`src/rtl/cpu_pkg.sv`:
```
// cpu_pkg: shared encodings for the ARM-subset control path.
//   op_t        instruction class from Op[27:26]
//   cond_t      condition field encodings (1111 is deliberately absent: never executes)
//   alu_ctrl_t  ALUControl encodings driven to the datapath
//   CMD_*       data-processing cmd field (Funct[4:1]) values
//   IMM_SRC_*   extend-unit select encodings
package cpu_pkg;

    typedef enum logic [1:0] {
        OP_DP  = 2'b00,
        OP_MEM = 2'b01,
        OP_BR  = 2'b10
    } op_t;

    typedef enum logic [3:0] {
        COND_EQ = 4'b0000,
        COND_NE = 4'b0001,
        COND_CS = 4'b0010,
        COND_CC = 4'b0011,
        COND_MI = 4'b0100,
        COND_PL = 4'b0101,
        COND_VS = 4'b0110,
        COND_VC = 4'b0111,
        COND_HI = 4'b1000,
        COND_LS = 4'b1001,
        COND_GE = 4'b1010,
        COND_LT = 4'b1011,
        COND_GT = 4'b1100,
        COND_LE = 4'b1101,
        COND_AL = 4'b1110
    } cond_t;

    typedef enum logic [1:0] {
        ALU_ADD = 2'b00,
        ALU_SUB = 2'b01,
        ALU_AND = 2'b10,
        ALU_ORR = 2'b11
    } alu_ctrl_t;

    localparam logic [3:0] CMD_ADD = 4'b0100;
    localparam logic [3:0] CMD_SUB = 4'b0010;
    localparam logic [3:0] CMD_AND = 4'b0000;
    localparam logic [3:0] CMD_ORR = 4'b1100;
    localparam logic [3:0] CMD_CMP = 4'b1010;

    localparam logic [1:0] IMM_SRC_8  = 2'b00;
    localparam logic [1:0] IMM_SRC_12 = 2'b01;
    localparam logic [1:0] IMM_SRC_24 = 2'b10;

endpackage : cpu_pkg

```
`src/rtl/cond_logic.sv`:
```
// cond_logic: NZCV flag state, condition evaluation and write qualification.
//   clk          rising-edge clock
//   rst_n        asynchronous active-low reset, clears all four flags
//   cond_i       instruction condition field
//   alu_flags_i  {N,Z,C,V} produced by the datapath ALU this cycle
//   flag_w_i     [1] enables N/Z update, [0] enables C/V update
//   pcs_i        unqualified PC write request
//   reg_w_i      unqualified register write request
//   mem_w_i      unqualified memory write request
//   pc_src_o     qualified PC write
//   reg_write_o  qualified register write
//   mem_write_o  qualified memory write
module cond_logic
    import cpu_pkg::*;
(
    input  logic       clk,
    input  logic       rst_n,
    input  logic [3:0] cond_i,
    input  logic [3:0] alu_flags_i,
    input  logic [1:0] flag_w_i,
    input  logic       pcs_i,
    input  logic       reg_w_i,
    input  logic       mem_w_i,
    output logic       pc_src_o,
    output logic       reg_write_o,
    output logic       mem_write_o
);

    logic [1:0] flags_nz_q, flags_nz_d;
    logic [1:0] flags_cv_q, flags_cv_d;
    logic       cond_ex;
    logic       n, z, c, v;

    assign {n, z} = flags_nz_q;
    assign {c, v} = flags_cv_q;

    // Condition is judged on the registered flags only, so an instruction
    // never observes the flags it is itself producing.
    always_comb begin
        // NOTE: every always_comb output gets a default first so no path leaves it unassigned (no latch).
        cond_ex = 1'b0;
        case (cond_i)
            COND_EQ: cond_ex = z;
            COND_NE: cond_ex = ~z;
            COND_CS: cond_ex = c;
            COND_CC: cond_ex = ~c;
            COND_MI: cond_ex = n;
            COND_PL: cond_ex = ~n;
            COND_VS: cond_ex = v;
            COND_VC: cond_ex = ~v;
            COND_HI: cond_ex = c & ~z;
            COND_LS: cond_ex = ~c | z;
            COND_GE: cond_ex = (n == v);
            COND_LT: cond_ex = (n != v);
            COND_GT: cond_ex = ~z & (n == v);
            COND_LE: cond_ex = z | (n != v);
            COND_AL: cond_ex = 1'b1;
            default: cond_ex = 1'b0;
        endcase
    end

    // N/Z and C/V are split so logic ops can update N/Z while C/V hold.
    always_comb begin
        flags_nz_d = flags_nz_q;
        flags_cv_d = flags_cv_q;
        if (flag_w_i[1] && cond_ex) flags_nz_d = alu_flags_i[3:2];
        if (flag_w_i[0] && cond_ex) flags_cv_d = alu_flags_i[1:0];
    end

    always_ff @(posedge clk or negedge rst_n) begin
        if (!rst_n) begin
            flags_nz_q <= 2'b00;
            flags_cv_q <= 2'b00;
        end else begin
            // NOTE: state registers use non-blocking assignment so every flop samples pre-edge values.
            flags_nz_q <= flags_nz_d;
            flags_cv_q <= flags_cv_d;
        end
    end

    assign pc_src_o    = pcs_i   & cond_ex;
    assign reg_write_o = reg_w_i & cond_ex;
    assign mem_write_o = mem_w_i & cond_ex;

endmodule : cond_logic

```
`src/rtl/control_unit.sv`:
```
// control_unit: single-cycle ARM-subset decoder plus condition/flag unit.
//   clk         rising-edge clock
//   reset       asynchronous active-low reset, clears the flag registers
//   Instr       instruction bits [31:12]
//   ALUFlags    {N,Z,C,V} from the datapath ALU
//   RegSrc      [0] RA1 = R15, [1] RA2 = Rd
//   RegWrite    qualified register file write enable
//   ImmSrc      extend select (imm8 / imm12 / imm24)
//   ALUSrc      1: SrcB = ExtImm
//   ALUControl  ADD / SUB / AND / ORR
//   MemtoReg    1: Result = ReadData
//   MemWrite    qualified data memory write enable
//   PCSrc       qualified PC write (PCNext = Result)
module control_unit
    import cpu_pkg::*;
(
    input  logic         clk,
    input  logic         reset,
    input  logic [31:12] Instr,
    input  logic [3:0]   ALUFlags,
    output logic [1:0]   RegSrc,
    output logic         RegWrite,
    output logic [1:0]   ImmSrc,
    output logic         ALUSrc,
    output logic [1:0]   ALUControl,
    output logic         MemtoReg,
    output logic         MemWrite,
    output logic         PCSrc
);

    logic [3:0] cond;
    logic [1:0] op;
    logic [5:0] funct;
    logic [3:0] rd;
    logic       unused_rn;

    assign cond      = Instr[31:28];
    assign op        = Instr[27:26];
    assign funct     = Instr[25:20];
    assign rd        = Instr[15:12];
    assign unused_rn = ^Instr[19:16];

    logic       branch, main_reg_w, mem_w, alu_op;
    logic       reg_w, pcs;
    logic [1:0] flag_w;
    alu_ctrl_t  alu_ctrl;

    // Main decode by instruction class.
    always_comb begin
        RegSrc     = 2'b00;
        ImmSrc     = IMM_SRC_8;
        ALUSrc     = 1'b0;
        MemtoReg   = 1'b0;
        main_reg_w = 1'b0;
        mem_w      = 1'b0;
        branch     = 1'b0;
        alu_op     = 1'b0;
        case (op)
            OP_DP: begin
                ALUSrc     = funct[5];
                main_reg_w = 1'b1;
                alu_op     = 1'b1;
            end
            OP_MEM: begin
                ImmSrc = IMM_SRC_12;
                ALUSrc = 1'b1;
                if (funct[0]) begin
                    MemtoReg   = 1'b1;
                    main_reg_w = 1'b1;
                end else begin
                    // Stores read the data register through RA2.
                    RegSrc = 2'b10;
                    mem_w  = 1'b1;
                end
            end
            OP_BR: begin
                // Branch target is PC-relative, so RA1 reads R15.
                RegSrc = 2'b01;
                ImmSrc = IMM_SRC_24;
                ALUSrc = 1'b1;
                branch = 1'b1;
            end
            default: ;
        endcase
    end

    // ALU decode; also where CMP and unsupported cmds suppress the register write.
    always_comb begin
        alu_ctrl = ALU_ADD;
        flag_w   = 2'b00;
        reg_w    = main_reg_w;
        if (alu_op) begin
            case (funct[4:1])
                CMD_ADD: alu_ctrl = ALU_ADD;
                CMD_SUB: alu_ctrl = ALU_SUB;
                CMD_AND: alu_ctrl = ALU_AND;
                CMD_ORR: alu_ctrl = ALU_ORR;
                CMD_CMP: alu_ctrl = ALU_SUB;
                default: alu_ctrl = ALU_ADD;
            endcase

            // C/V are only meaningful for arithmetic results.
            flag_w[1] = funct[0];
            flag_w[0] = funct[0] & ((alu_ctrl == ALU_ADD) || (alu_ctrl == ALU_SUB));

            if (funct[4:1] == CMD_CMP) begin
                reg_w  = 1'b0;
                flag_w = 2'b11;
            end else if ((funct[4:1] != CMD_ADD) && (funct[4:1] != CMD_SUB) &&
                         (funct[4:1] != CMD_AND) && (funct[4:1] != CMD_ORR)) begin
                reg_w  = 1'b0;
                flag_w = 2'b00;
            end
        end
    end

    assign ALUControl = alu_ctrl;

    // A register write to R15 is a PC write.
    assign pcs = branch | (reg_w & (rd == 4'hF));

    cond_logic u_cond_logic (
        .clk         (clk),
        .rst_n       (reset),
        .cond_i      (cond),
        .alu_flags_i (ALUFlags),
        .flag_w_i    (flag_w),
        .pcs_i       (pcs),
        .reg_w_i     (reg_w),
        .mem_w_i     (mem_w),
        .pc_src_o    (PCSrc),
        .reg_write_o (RegWrite),
        .mem_write_o (MemWrite)
    );

endmodule : control_unit

```
`config.mk`:
```
export PLATFORM = sky130hd
export DESIGN_NAME = control_unit
export DESIGN_NICKNAME = d
export VERILOG_FILES = /design/src/rtl/cpu_pkg.sv /design/src/rtl/cond_logic.sv /design/src/rtl/control_unit.sv
export SDC_FILE = /design/constraint.sdc
export NUM_CORES = 1
export LEC_CHECK = 0
export CAP_MARGIN = 25
export CORE_MARGIN = 2
export CORE_UTILIZATION = 33
export DETAILED_ROUTE_END_ITERATION = 8
export PLACE_DENSITY = 0.81
export SETUP_SLACK_MARGIN = 0.1
export SKIP_CTS_REPAIR_TIMING = 1
export SLEW_MARGIN = 30
export SYNTH_ARGS = -nofsm -noshare
export SYNTH_HDL_FRONTEND = slang
export SYNTH_SLANG_ARGS = --single-unit
```
`constraint.sdc`:
```
create_clock -name clk -period 1.75 [get_ports clk]
set_clock_uncertainty 0.05 [all_clocks]
set_input_delay 0.35 -clock clk [delete_from_list [all_inputs] [get_ports clk]]
set_output_delay 0.35 -clock clk [all_outputs]
set_load 0.05 [all_outputs]
```
# ---- Yosys cells after proc, flatten, opt, wreduce, memory -nomap -nowiden
# Index checks and enable logic that the tools add are counted.
dict set report classes {
  addsub 0
  n_mul 0
  n_div 0
  order_cmp 0
  eq_ne 26
  n_shift 0
  mux 21
  bitwise 14
  reduce_logical 13
}
# operator n
set op_table {}
lappend op_table {{== test 4 bit, second input constant} 10}
lappend op_table {{== test 4 x 3 -> 1 bit, second input constant} 4}
lappend op_table {{case mux 1 bit (15 select lines)} 1}
lappend op_table {{== test 4 x 2 -> 1 bit, second input constant} 3}
lappend op_table {{2-to-1 mux 2 bit} 6}
lappend op_table {{2-to-1 mux 1 bit} 9}
lappend op_table {{zero test 4 bit} 2}
lappend op_table {{case mux 2 bit (2 select lines)} 2}
lappend op_table {{bitwise AND 1 bit} 7}
lappend op_table {{case mux 2 bit (3 select lines)} 1}
lappend op_table {{logical AND 1 bit} 5}
lappend op_table {{== test 2 x 1 -> 1 bit, second input constant} 2}
lappend op_table {{== test 4 x 1 -> 1 bit, second input constant} 1}
lappend op_table {{zero test 2 bit} 2}
lappend op_table {{!= test 4 x 2 -> 1 bit, second input constant} 1}
lappend op_table {{!= test 4 x 3 -> 1 bit, second input constant} 1}
lappend op_table {{!= test 4 bit, second input constant} 1}
lappend op_table {{inverter 1 bit} 4}
lappend op_table {{case mux 1 bit (2 select lines)} 2}
lappend op_table {{nonzero test 4 bit} 1}
lappend op_table {{OR reduction 2 bit} 2}
lappend op_table {{OR 1 bit} 3}
lappend op_table {{== test 2 bit, second input constant} 1}
lappend op_table {{== test 1 bit} 1}
lappend op_table {{2 further kinds} 2}
dict set report totals {
  register_bits 4
  latchBits 0
  mem_bits_rw 0
  romBits 0
  n_memories 0
}

# ---- Depth between registers and ports, before layout
dict set report depth {
  depth_word 11
  depth_mapped 7
  mapped_depth_nobuf 7
}

# ---- Hierarchy
# A second synthesis with hierarchy kept.
dict set report unflattened {
  hier_cells 77
  hier_area_um2 690.7
}
# module n_inst cells_each area_per_inst_um2 seq_area_each_um2
set by_module_without_submodules {}
lappend by_module_without_submodules {cond_logic 1 46 440.4 100.1}
lappend by_module_without_submodules {control_unit 1 31 250.2 0.0}

# ---- Least setup slack after synthesis
# OpenSTA, ideal clock, no wires.
dict set report synth_path {
  path_type {input to output}
  from {input port Instr[27] (netlist name)}
  to {output port MemWrite}
  arrival_ps 2130
  slack_ps -780
  cell_stages 4
  n_path_buf 0
  cell_sequence {inv_1 -> ha_1 -> nor2b_1 -> nor2b_1}
}
dict set report synth_via {
  elab_chain_cells 3
}
# item line_no
set synth_rtl {}
lappend synth_rtl {{start: declaration} control_unit.sv:19} ;# input logic [31:12] Instr,
lappend synth_rtl {{== test 2 x 1 -> 1 bit} control_unit.sv:58} ;# case (op)
lappend synth_rtl {{2-to-1 mux 1 bit} control_unit.sv:58}
lappend synth_rtl {{bitwise AND 1 bit} cond_logic.sv:83} ;# assign mem_write_o = mem_w_i & cond_ex;
lappend synth_rtl {{end: declaration} control_unit.sv:27} ;# output logic MemWrite,
# No other way between the ends.

# ---- Worst setup path in the final report
dict set report layout_path {
  from {register u_cond_logic.flags_nz_q[1]}
  to {output port MemWrite}
}
dict set report layout_via {
  elab_chain_cells 4
  elab_cells_between_ends 7
  cone_classes {2 x eq/ne; 1 x mux; 4 x bitwise}
}
# item line_no
set layout_rtl {}
lappend layout_rtl {{start: declaration} cond_logic.sv:29} ;# logic [1:0] flags_nz_q, flags_nz_d;
lappend layout_rtl {{start signal: assignment} cond_logic.sv:76} ;# flags_nz_q <= flags_nz_d;
lappend layout_rtl {{!= test 1 bit / == test 1 bit (equally long branches)} -}
lappend layout_rtl {{OR 1 bit / bitwise AND 1 bit (equally long branches)} {cond_logic.sv:56, cond_logic.sv:55}}
lappend layout_rtl {{case mux 1 bit (15 select lines) (*)} cond_logic.sv:42} ;# case (cond_i)
lappend layout_rtl {{bitwise AND 1 bit (*)} cond_logic.sv:83}
# Mark *: on every way between the ends. The rest lies on a longest branch, timed or not.

==> impl_results.md <==
- Yosys reg bits: 4
- Setup violations, final: 7
- CP endpoint kind: output pin
- Full die area: 0.00222 mm²
- PnR worst setup slack: -0.574 ns
- EDFF count, synth: 0
- Max-Cap Viols: 0
- Period utilisation layout: 133%
- Share of cells above drive strength 1: between 50% and 60%
- Core area: between 0.0015 and 0.002 mm²
- Critical Path Most Common Cell: buf_12
- Failing checks: setup timing
- CP delay by family, top: flip-flops
- Synth warn: 0
- GP Congestion: ~0.92
- R2r startpoint: u_cond_logic.flags_cv_q[0]
- Largest net degree at the start of global routing: 11
- Post-synth cell types: 36
- Synthesized area per cell: ~8 µm²
- Final WL: 2.40 mm
- Crit path max fanout: 5
- Fillers: between 100 and 150
- Die Y: between 40 and 50 µm
- Die Wd: approximately 47 µm
- CTS clk-pin slew, worst paths: around 0.04 ns
- Drt first-iter violations: 18
- DR vias: about 800
- Overall Global Routing Usage: about a fifth
- Most frequent cells in the layout: buf_4 (27), buf_12 (12), clkdlybuf4s50_1 (10)
- Unrepaired setup endpoints after global routing: yes
- Maximum clock insertion buffer count: 2
- Crit path DAT: about 1.9 ns
- Critical path's largest stage delay: roughly 0.45 ns
- Post-synthesis cell area: between 600 and 700 µm²
- Async set-reset flop share out of synthesis: 100%
- CTS Root Cell: clkbuf_4
- Grt total ovfl: 0
- Synth-to-Final Area Change: 132%
- TritonCTS Buffers: 3
- # IOs: 37
- Post-route DRC: 0
- CTS sink cnt: 4
- Slew headroom: 72.9%
- Multi-input gate area: slightly below 600 µm²
- Worst R2R Setup Slack: -0.40 ns
- WS Path Type: flop to output pin
- Clk Latency, worst-skew pair: between 0.2 and 0.25 ns
- First-pass DRT Iterations: 4
- Initial antenna violation count: 0
- Placed cell count: about 150
- Register area share after synthesis: between 10% and 20%
- Std cell rows: 15
- Fin Setup TNS: -3.09 ns
- Syn_nets: roughly 110
- Crit-path slowest cell: dfrtp_2
- Startpoint types: flop
- Port Buffers: 32
- H-tree levels: 1
- Number of antenna diodes: 0
- Core Util, Final: between 80% and 90%
- Worst-path cell chain: xnor2_2, nand4_1, a311oi_4, nor3_4, buf_12, nor2b_4, buf_12
- Leakage power: around 0.00067 µW
- R2r endpoint: u_cond_logic.flags_cv_q[1]
- Initial core utilization: 35.1%
- Endpoints failing hold: 0
- Max Slew Vio Count: 0
- Tightest Pin Transition: about 0.40 ns
- Worst reg2reg path depth: 6
- First-pass GRT wire length: roughly 3.3 mm
- Hold Crit Class: input pin to asynchronous set/reset pin
- F_max: roughly 430 MHz
- HPWL after DPL: 1.76 mm
- Vias in the first global route: approximately 800
- Final ANT Viol Nets: 0
- FF/Latch Area: approximately 100 µm²
- Cells after Synth: 76
- Crit path buf inv count: 2
- Final Net Count: about 170
- Avg WL per Cell: 15.1 µm
- Min Hold Slack: 0.273 ns
- Via density: ~5
- Peak VDD IR: 0.594 mV
- Post-route minimum period: around 2.3 ns
- Ys flop type: dfrtp_1
- Most common cell after layout, fill and taps aside: buf_4
- TritonCTS clock tree: built
- Crit path required time: between 1 and 1.5 ns
- Outcome: finished, violations left
- Pwr Density: around 600 mW/mm²
- Final Non-Filler Cells: 159
[kinds of logic after synthesis]
kind of cell             share of synthesized area (%)
XOR/XNOR                                          4.29
AND/OR/NAND/NOR                                   30.0
buffers and inverters                             8.98
AO/OA/AOI/OAI                                     21.2
adder cells (fa/ha/maj)                           10.2
multiplexers                                      8.98
flip-flops                                        16.3
[per-stage QoR]
stage	worst slack (ns)	power, µW	instance area [µm²]
floorplan	-0.188	432	673
global placement	-0.791	647	1290
detailed placement	-0.906	667	1290
CTS	-0.811	788	1320
global route	-0.669	902	1420
finish	-0.574	857	1420
[flip-flops by register name, summed over array words and instances (netlist names)]
register                 cells
u_cond_logic.flags_cv_q      2
u_cond_logic.flags_nz_q      2
[report_power, final]
| part | internal, µW | switching (µW) | total, µW |
|---|---|---|---|
| Combinational | 300 | 250 | 550 |
| Clock | 76.5 | 34.9 | 111 |
| Sequential | 130 | 65.3 | 195 |
| Total | 507 | 350 | 857 |
[Yosys cell counts (3+ instances only)]
master | instances | share of area, %
buf_4 | 3 | 3.7
nor2b_1 | 5 | 5.1
nor2_1 | 7 | 4.3
mux2_2 | 4 | 7.3
inv_1 | 6 | 3.7
a211oi_1 | 3 | 3.7
nor3_1 | 3 | 2.4
a21oi_1 | 3 | 2.4
nand2b_1 | 3 | 3.1
dfrtp_1 | 4 | 16
ha_1 | 5 | 10
[how the worst max path moves through the flow]
stage	startpoint	end	slack, ns	cells after the start
final	u_cond_logic.flags_nz_q[1]	MemWrite	-0.57	7
after global routing	u_cond_logic.flags_nz_q[1]	MemWrite	-0.67	7
after CTS	Instr[30]	PCSrc	-0.81	8
after detailed placement	Instr[30]	u_cond_logic.flags_nz_q[1]	-0.91	6
after global placement	Instr[31]	u_cond_logic.flags_cv_q[1]	-0.79	6
after floorplan	Instr[29]	u_cond_logic.flags_cv_q[0]	-0.19	6
[routing by layer]
layer  part of all wire [%]  routed length (µm)  track usage (%)  up-vias
li1                       -                   -                -      397
met1                     36                 862             23.3      385
met5                      0                   0                0        -
met2                     59                1420             40.8       26
met3                    3.2                  77            0.385        4
met4                    1.9                  46             10.0        0
[final cells by class]
class	count	area share, %
flip-flops and latches	4	7.12
well taps	25	2.20
repair buffers	60	45.7
multi-input cells	61	41.8
clock buffers	3	1.58
inverters	6	1.58
(Power assumes the default switching activity.)
